## config.mk

```make
export PLATFORM = sky130hd
export DESIGN_NAME = counter_sequencer
export DESIGN_NICKNAME = d
export VERILOG_FILES = /design/src/rtl/counter_sequencer.sv
export SDC_FILE = /design/constraint.sdc
export NUM_CORES = 1
export LEC_CHECK = 0
export ABC_CLOCK_PERIOD_IN_PS = 2450
export CAP_MARGIN = 0
export CORE_MARGIN = 4
export CORE_UTILIZATION = 48
export CTS_CLUSTER_DIAMETER = 120
export CTS_CLUSTER_SIZE = 16
export DETAILED_ROUTE_END_ITERATION = 12
export PLACE_DENSITY = 0.89
export SLEW_MARGIN = 0
export SYNTH_ARGS = -nofsm -noshare
export SYNTH_HDL_FRONTEND = slang
export SYNTH_SLANG_ARGS = --single-unit
```

## constraint.sdc

```tcl
create_clock -name CLK -period 2.45 [get_ports CLK]
set_input_delay 0.735 -clock CLK [delete_from_list [all_inputs] [get_ports CLK]]
set_output_delay 0.735 -clock CLK [all_outputs]
set_load 0.01 [all_outputs]
```

## src/rtl/counter_sequencer.sv

```systemverilog
// Programmable period timer controlling an external free-running up-counter:
// prescaler, terminal-count compare, repeat count and start/stop/pause control.
module counter_sequencer #(
    parameter int unsigned WIDTH      = 8,
    parameter int unsigned PRESCALE_W = 4
) (
    input  logic                  CLK,
    input  logic                  RESET,
    input  logic                  START,
    input  logic                  STOP,
    input  logic                  PAUSE,
    input  logic [WIDTH-1:0]      TARGET,
    input  logic [PRESCALE_W-1:0] PRESCALE,
    input  logic [3:0]            REPEAT,
    input  logic [WIDTH-1:0]      CNT_VALUE,
    output logic                  CNT_EN,
    output logic                  CNT_CLR,
    output logic                  BUSY,
    output logic                  WRAP,
    output logic                  DONE,
    output logic [3:0]            RUN_COUNT
);

    localparam int unsigned RC_W = 4;

    typedef enum logic [1:0] {
        IDLE   = 2'd0,
        RUN    = 2'd1,
        PAUSED = 2'd2
    } state_t;

    state_t                state;
    logic [PRESCALE_W-1:0] pre;
    logic [WIDTH-1:0]      tgt;
    logic [PRESCALE_W-1:0] ps;
    logic [RC_W-1:0]       rep;

    logic            tick;
    logic            period_end;
    logic            final_period;
    logic [RC_W-1:0] run_count_nxt;

    // Counter control is decoded from registered state plus the value feedback.
    always_comb begin
        tick          = (state == RUN) && (pre == ps);
        period_end    = tick && (CNT_VALUE == tgt);
        run_count_nxt = RUN_COUNT + RC_W'(1);
        final_period  = (rep != '0) && (run_count_nxt == rep);
    end

    assign CNT_EN  = tick && !period_end;
    assign CNT_CLR = (state == IDLE) || period_end;
    assign BUSY    = (state != IDLE);

    always_ff @(posedge CLK or posedge RESET) begin
        if (RESET) begin
            state     <= IDLE;
            pre       <= '0;
            tgt       <= '0;
            ps        <= '0;
            rep       <= '0;
            RUN_COUNT <= '0;
            WRAP      <= 1'b0;
            DONE      <= 1'b0;
        end else begin
            WRAP <= 1'b0;
            DONE <= 1'b0;
            case (state)
                IDLE: begin
                    if (START && !STOP) begin
                        tgt       <= TARGET;
                        ps        <= PRESCALE;
                        rep       <= REPEAT;
                        pre       <= '0;
                        RUN_COUNT <= '0;
                        state     <= RUN;
                    end
                end
                RUN: begin
                    pre <= tick ? '0 : pre + PRESCALE_W'(1);
                    // A period end always counts and wraps, even when STOP wins.
                    if (period_end) begin
                        RUN_COUNT <= run_count_nxt;
                        WRAP      <= 1'b1;
                    end
                    if (STOP) begin
                        state <= IDLE;
                    end else if (period_end && final_period) begin
                        state <= IDLE;
                        DONE  <= 1'b1;
                    end else if (PAUSE) begin
                        state <= PAUSED;
                    end
                end
                PAUSED: begin
                    if (STOP) begin
                        state <= IDLE;
                    end else if (!PAUSE) begin
                        state <= RUN;
                    end
                end
                default: state <= IDLE;
            endcase
        end
    end

endmodule

```

==> out/metrics.cfg, run 1 <==
[outcome]
status=complete, but fails checks
violations=negative setup slack

[critical_path]
endpoint_kind=primary output
crit_path_max_incr_delay_ps=500
reg2reg_to=state[1]$_DFFE_PP0P_
worst-setup-path-type=input pin to primary output
reg2regPathDepth=7
endpoint=CNT_CLR
crit_start=CNT_VALUE[1]
arrival_ps=1970
r2r_setup_slack_ps=290
worst_path_max_delay_cell=or4_4
worstPathMaxFanout=2
r2r-start=tgt[1]$_DFFE_PP0P_
critPathMostFrequentCell=buf_6
crit_chain=buf_6, xnor2_2, nand4_1, buf_4, or4_4, nand2_2, buf_6
worstPathRequired_ps=1710
startpoint_type=input pin

[synth]
yosysTopAreaCellShare_pct=49.04
ys_dominant_reg_cell=dfrtp_1
yosysTopAreaCell=dfrtp_1
synth_area_um2=1429
synth-edff-count=0
synthTopCellsByArea=dfrtp_1 49%, xnor2_1 9.8%, mux2_1 7.1%
synthCells=116
syn_nets=147
syn_avg_cell_area_um2=12.32
postSynth.asyncResetShare_pct=100.0
ys_ff_latch=28
seq_area_frac_synth_pct=49.04
yosys_warnings=0
synth.distinct_cells=37

[sta]
tightest_slew_ps=355.2
rsz0062_at_grt=yes
finalHoldViolCount=0
slew_headroom_pct=76.32
period_share_pct=110.6
slew_violations=0
finClkSkew_ps=3.217
fmax_mhz=369.2
fin_hold_ws_ps=522.4
worst_slack_ps=-258.5
layout_min_cycle_time_ps=2709
setup_violations=1
setup-tns-final_ps=-258.5

[clocking]
htree_levels=1
cts_tree=done
root_buffer=clkbuf_4
cts_buffer_depth=2
clock-sinks=28
cts_buffers=3
worstSkewPairLatency_ps=330
clk_pin_slew_worst_paths_ps=140

[placement]
post_dp_cell_area_um2=1921
gp_congestion=0.8384
dp.cells=193
port_buffers=37
post-dp-hpwl_mm=2.445
dp_slack_ps=-982.9

[layout]
nets=201
final_cell_mix=28 x dfrtp_1, 26 x clkdlybuf4s50_1, 14 x xnor2_1, 13 x buf_4, 9 x mux2_1
num_antenna_cells=0
final_cell_area_um2=2009
final_cells=199
layout_commonest_cell=dfrtp_1
drive_gt1_share_pct=25.60
syn_to_final_growth_pct=40.63

[global_route]
grt_pass1_wl_mm=5.706
grtUsageTotal_pct=18.22
grt_pass1_vias=1243
grt_max_degree=29
antenna_found_initial=0
grt-ovfl-total=0

[die]
core-area_um2=2805
dieArea_um2=3914
initial_core_util_pct=50.94
die_height_um=62.56
die_w_um=62.56
fp-row-count=19
io_pins=38

[power]
power_frac_comb_pct=35.8
switching_share_pct=30.43
switching_power_mw=0.3866
ir_drop_mv=0.3445
pwr-share-clk_pct=14.7
power_density_nw_per_um2=632.3
internal-power_mw=0.8840
p_leak_nw=0.8773
pwr-share-seq_pct=49.5

[routing]
remaining_drc_errors=0
ant_nets=0
drtIter0Drc=49
wire_per_inst_um=16.07
viasPerCell=5.578
via_count=1110
first_pass_iters=4
wl_mm=3.198

[worst_hold_path]
hp-class=register to register

[flow_run]
max-cap-violations=0

==> layer usage <==
| metal | share of wire [%] | GRT usage, % | up-vias | wire, um |
|---|---|---|---|---|
| li1 | - | - | 518 | - |
| met1 | 41 | 20.67 | 544 | 1324 |
| met2 | 50 | 31.96 | 42 | 1594 |
| met3 | 6.7 | 5.755 | 6 | 215 |
| met4 | 2.0 | 6.612 | 0 | 64 |
| met5 | 0 | 0 | - | 0 |
==> timing repair <==
action	CTS	global route
pin swaps	13	11
buffers inserted	5	2
hold buffers	0	0
endpoints found under the hold margin	0	0
gates resized for setup	38	6
endpoints found under the setup margin	4	3
==> through the flow <==
step	utilization (%)	total power, mW
floorplan	-	0.8784
global placement	68.47	1.031
detailed placement	68.47	1.062
CTS	70.96	1.266
global route	71.63	1.351
finish	71.63	1.271
==> cell usage after synthesis, types with 2 or more instances <==
library cell and count:
ha_1 2, nor2b_1 2, nand3_1 2, or4_1 2
xnor2_1 16, a21oi_1 2, mux2i_1 2, xor2_1 2
nand2b_1 2, nor2_1 6, nor3_1 2, mux2_1 9
nand4_1 3, nand2_1 4, a22o_1 2, mux2_2 8
inv_1 3, dfrtp_1 28
==> cells by family (layout without fill, tap and decap cells) <==
family	count (synthesis)	count (layout)	share of synthesized area (%)
AND/OR/NAND/NOR	32	32	14.62
flip-flops	28	28	49.04
multiplexers	20	20	15.85
XOR/XNOR	18	18	11.03
AO/OA/AOI/OAI	11	11	6.043
buffers and inverters	5	57	1.664
adder cells (fa/ha/maj)	2	2	1.751
==> power groups by stage <==
stage | sequential [mW] | clock (mW) | combinational, mW
after floorplan | 0.628 | 0 | 0.250
after global placement | 0.628 | 0 | 0.402
after detailed placement | 0.633 | 0 | 0.429
after CTS | 0.626 | 0.193 | 0.447
after global routing | 0.642 | 0.214 | 0.495
final | 0.629 | 0.187 | 0.455
==> state kept, by name, summed over array words and instances, names as in the netlist <==
name,cells
tgt,8
RUN_COUNT,4
pre,4
ps,4
rep,4
state,2
DONE,1
WRAP,1
==> worst max-delay path: cells and delay by family <==
family	cells	cell delay, ps
buffers and inverters	3	360
xor gates and xnor gates	1	140
and+or+nand+nor	3	740
==> cell type report <==
type / instances / area, um2
fillers: 198 / 795.8
multi-input cells: 83 / 744.5
flip-flops and latches: 28 / 700.7
repair buffers: 51 / 491.7
well taps: 31 / 38.79
clock buffers: 3 / 22.52
inverters: 3 / 11.26
==> how the worst min path moves through the flow <==
stage | from | endpoint | slack [ps] | cells past startpoint
2_1_floorplan | pre[2]$_DFFE_PP0P_ | pre[2]$_DFFE_PP0P_ | 480 | 1
3_3_place_gp | tgt[4]$_DFFE_PP0P_ | tgt[4]$_DFFE_PP0P_ | 490 | 1
3_5_place_dp | tgt[4]$_DFFE_PP0P_ | tgt[4]$_DFFE_PP0P_ | 500 | 1
4_1_cts | tgt[4]$_DFFE_PP0P_ | tgt[4]$_DFFE_PP0P_ | 530 | 1
5_1_grt | tgt[4]$_DFFE_PP0P_ | tgt[4]$_DFFE_PP0P_ | 540 | 1
6_report | tgt[4]$_DFFE_PP0P_ | tgt[4]$_DFFE_PP0P_ | 520 | 1
Power figures use the tool's default switching activity.
==> inputs of run 2 (changes only) <==
CORE_UTILIZATION = 30   (was 48)
GPL_ROUTABILITY_DRIVEN = 1   (was default)
PLACE_DENSITY = 0.64   (was 0.89)
==> out/metrics.cfg, run 2 (synthesized netlist as in run 1, its figures left out) <==
[outcome]
status=complete, but fails checks
violations=negative setup slack

[die]
fp-row-count=24
core-area_um2=4474
die_height_um=77.02
io_pins=38
initial_core_util_pct=31.94
die_w_um=77.02
dieArea_um2=5931

[flow_run]
max-cap-violations=0

[sta]
setup_violations=1
tightest_slew_ps=360.7
setup-tns-final_ps=-88.09
fin_hold_ws_ps=517.6
rsz0062_at_grt=yes
period_share_pct=103.6
slew_violations=0
worst_slack_ps=-88.09
finClkSkew_ps=1.566
layout_min_cycle_time_ps=2538
fmax_mhz=394.0
finalHoldViolCount=0
slew_headroom_pct=75.95

[clocking]
cts_hold_buf=0
cts_buffer_depth=2
clk_pin_slew_worst_paths_ps=90
worstSkewPairLatency_ps=270
clock-sinks=28
cts_tree=done
cts_buffers=3
htree_levels=1
root_buffer=clkbuf_8

[critical_path]
endpoint=CNT_CLR
arrival_ps=1800
reg2regPathDepth=6
crit_start=CNT_VALUE[0]
r2r-start=RUN_COUNT[0]$_DFFE_PP0P_
r2r_setup_slack_ps=440
reg2reg_to=DONE$_DFF_PP0_
startpoint_type=input pin
endpoint_kind=primary output
worst-setup-path-type=input pin to primary output
worstPathMaxFanout=2
worstPathRequired_ps=1710

[layout]
final_cells=221
largest_reg_flops=8
nets=201
top_register=tgt
final_cell_area_um2=2061
syn_to_final_growth_pct=44.22
final_cell_mix=28 x dfrtp_1, 27 x clkdlybuf4s50_1, 14 x buf_4, 10 x xnor2_1, 9 x mux2_1
drive_gt1_share_pct=29.59
num_antenna_cells=0
layout_commonest_cell=dfrtp_1

[global_route]
grt-ovfl-total=0
grt_pass1_vias=1168
grtUsageTotal_pct=10.88
antenna_found_initial=0
grt_pass1_wl_mm=5.326
grt_max_degree=29

[routing]
ant_nets=0
wl_mm=3.119
via_count=1072
drtIter0Drc=32
viasPerCell=4.851
remaining_drc_errors=0
wire_per_inst_um=14.11
first_pass_iters=4

[placement]
post_dp_cell_area_um2=1949
gp_congestion=0.7854
post-dp-hpwl_mm=2.471
port_buffers=37
dp.cells=216
dp_slack_ps=-939.4

[power]
power_density_nw_per_um2=697.8
pwr-share-seq_pct=44.2
switching_power_mw=0.3909
power_frac_comb_pct=30.9
switching_share_pct=27.18
ir_drop_mv=0.3110
p_leak_nw=0.9022
internal-power_mw=1.047
pwr-share-clk_pct=24.9

[worst_hold_path]
hp-class=register to register

==> run 2: layer usage <==
metal	vias up	global-route usage (%)	part of all wire (%)
met5	-	0	0
met4	0	2.135	0.42
met3	2	3.630	5.8
met2	27	18.73	50
met1	524	13.30	44
li1	519	-	-
==> run 2: cell type report <==
type / instances / area [um2]
clock inverter: 1 / 30.03
sequential: 28 / 700.7
fill: 411 / 2414
multi-input combinational: 83 / 755.7
tap: 52 / 65.06
clock buffer: 3 / 41.29
inverter: 3 / 11.26
timing repair buffer: 51 / 456.7
==> run 2: through the flow <==
| step | util, % | total power [mW] |
|---|---|---|
| 3_3_place_gp | 43.57 | 1.032 |
| 6_report | 46.06 | 1.438 |
| 2_1_floorplan | - | 0.8784 |
| 4_1_cts | 45.44 | 1.422 |
| 5_1_grt | 46.06 | 1.518 |
| 3_5_place_dp | 43.57 | 1.056 |
==> run 2: worst max-delay path, cell delays in order <==
cell and delay [ps]:
buf_6 90, xnor2_2 110, nand4_1 160, or4_4 530, nand2_2 80, buf_6 90
==> run 2: worst min-delay path by stage <==
stage	slack, ps	cells past startpoint	startpoint	to
final	520	1	tgt[5]$_DFFE_PP0P_	tgt[5]$_DFFE_PP0P_
after global routing	550	1	tgt[4]$_DFFE_PP0P_	tgt[4]$_DFFE_PP0P_
after CTS	530	1	tgt[5]$_DFFE_PP0P_	tgt[5]$_DFFE_PP0P_
after detailed placement	500	1	tgt[5]$_DFFE_PP0P_	tgt[5]$_DFFE_PP0P_
after global placement	500	1	tgt[5]$_DFFE_PP0P_	tgt[5]$_DFFE_PP0P_
after floorplan	480	1	pre[2]$_DFFE_PP0P_	pre[2]$_DFFE_PP0P_
==> run 2: repair_timing <==
action	in CTS	in global routing
endpoints found under the setup margin	4	2
pin swaps	12	11
resized for setup	34	12
buffers inserted	0	1
==> run 2: power groups by stage <==
stage               logic [mW]  registers (mW)  clock network (mW)
floorplan                0.250           0.628                   0
global placement         0.402           0.630                   0
detailed placement       0.422           0.633                   0
CTS                      0.425           0.625               0.371
global route             0.481           0.650               0.387
finish                   0.445           0.636               0.358
==> inputs of run 3 (changes only) <==
GPL_TIMING_DRIVEN = 0   (was default)
==> out/metrics.cfg, run 3 (synthesized netlist as in run 1, its figures left out) <==
[outcome]
status=complete, but fails checks
violations=negative setup slack

[power]
switching_share_pct=28.83
pwr-share-clk_pct=21.0
switching_power_mw=0.3853
power_frac_comb_pct=30.2
pwr-share-seq_pct=48.8
internal-power_mw=0.9513
p_leak_nw=0.8613
ir_drop_mv=0.2719
finalPower_mw=1.337
power_density_nw_per_um2=671.5

[sta]
finalHoldViolCount=0
finClkSkew_ps=0.7298
fmax_mhz=387.7
tightest_slew_ps=1075
rsz0062_at_grt=yes
fin_hold_ws_ps=525.8
layout_min_cycle_time_ps=2579
slew_headroom_pct=28.28
worst_slack_ps=-129.3
slew_violations=0
period_share_pct=105.3
setup_violations=2

[layout]
syn_to_final_growth_pct=39.32
final_cells=211
nets=191
num_antenna_cells=0
seqCellArea_um2=700.7
drive_gt1_share_pct=27.04
multi_input_area_um2=783.3
final_cell_area_um2=1991
fillCellCount=409
final_cell_mix=28 x dfrtp_1, 27 x clkdlybuf4s50_1, 10 x xnor2_2, 9 x mux2_1, 8 x mux2_2
layout_commonest_cell=dfrtp_1
top_register=tgt
largest_reg_flops=8

[global_route]
grt_pass1_wl_mm=4.954
grt_max_degree=29
grt_util_met2_pct=18.21
grt_pass1_vias=1086
use_met1_pct=12.50
grtUsageTotal_pct=10.29
grt-ovfl-total=0
antenna_found_initial=0
grt_busiest_layer=met2
grtUsageMet3_pct=3.513

[placement]
post_dp_cell_area_um2=1864
dp_slack_ps=-1033
dp.cells=205
post-dp-hpwl_mm=2.242
port_buffers=37
gp_congestion=0.8098

[routing]
via_count=1049
wire_per_inst_um=14.23
drtIter0Drc=59
first_pass_iters=4
viasPerCell=4.972
ant_nets=0
remaining_drc_errors=0
wl_mm=3.002

[clocking]
cts_buffers=3
cts_hold_buf=0
root_buffer=clkbuf_8
clock-sinks=28
cts_buffer_depth=2
worstSkewPairLatency_ps=270
htree_levels=1
cts_tree=done
clk_pin_slew_worst_paths_ps=90

[critical_path]
startpoint_type=input pin
r2r-start=state[0]$_DFFE_PP0P_
r2r_setup_slack_ps=390
endpoint=CNT_CLR
crit_start=CNT_VALUE[2]
worstPathMaxFanout=2
endpoint_kind=primary output
reg2reg_to=tgt[6]$_DFFE_PP0P_
worstPathRequired_ps=1710
reg2regPathDepth=4
worst-setup-path-type=input pin to primary output
arrival_ps=1840

[flow_run]
max-cap-violations=0

[die]
fp-row-count=24
die_height_um=77.02
core-area_um2=4474
initial_core_util_pct=31.94
io_pins=38
die_w_um=77.02
dieArea_um2=5931

[worst_hold_path]
hp-class=register to register
hold_path_depth=1

[run 3: cell types whose count changed in the layout (fill, tap and decap cells not counted), sizes merged]
cell    change
clkbuf      -2
bufinv      -1
buf         -7
[run 3: worst max-delay path, cell delays in order]
cell and delay (ps):
buf_6 90, xnor2_2 130, nand4_1 170, or4_4 520, nand2_1 70, buf_2 120
[run 3: worst min-delay path by stage]
stage | from | endpoint | slack, ps
floorplan | pre[2]$_DFFE_PP0P_ | pre[2]$_DFFE_PP0P_ | 480
detailed placement | tgt[4]$_DFFE_PP0P_ | tgt[4]$_DFFE_PP0P_ | 500
finish | ps[2]$_DFFE_PP0P_ | ps[2]$_DFFE_PP0P_ | 530
CTS | tgt[4]$_DFFE_PP0P_ | tgt[4]$_DFFE_PP0P_ | 520
global route | pre[2]$_DFFE_PP0P_ | pre[2]$_DFFE_PP0P_ | 560
global placement | tgt[0]$_DFFE_PP0P_ | tgt[0]$_DFFE_PP0P_ | 490
[run 3: power groups by stage]
stage | Clock [mW] | Combinational [mW] | Sequential (mW)
after floorplan | 0 | 0.250 | 0.628
after global placement | 0 | 0.354 | 0.638
after detailed placement | 0 | 0.370 | 0.644
after CTS | 0.297 | 0.378 | 0.638
after global routing | 0.309 | 0.440 | 0.665
final | 0.281 | 0.404 | 0.652
[run 3: final cells by class]
cell class / count / area share [%]
plain buffers: 1 / 0.3771
flip-flops and latches: 28 / 35.20
clock buffers: 4 / 2.766
well taps: 52 / 3.268
repair buffers: 40 / 18.48
inverters: 3 / 0.5657
multi-input cells: 83 / 39.35
[run 3: timing repair]
item / 4_1_cts / 5_1_grt
setup endpoints to repair: 4 / 2
endpoints found under the hold margin: 0 / 0
pin swaps: 11 / 8
setup buffers: 3 / 0
gates resized for setup: 43 / 10
gates cloned: 0 / 0
[run 3: layer usage]
layer	vias to the layer above	wire length (um)
met1	521	1319
met4	0	13
li1	499	-
met5	-	0
met2	27	1514
met3	2	154
[run 3: per-stage QoR]
step                setup TNS [ps]  util (%)
global placement             -3984     41.67
CTS                         -306.4     43.43
finish                      -137.4     44.49
floorplan                        0         -
detailed placement           -4809     41.67
global route                -286.4     44.49
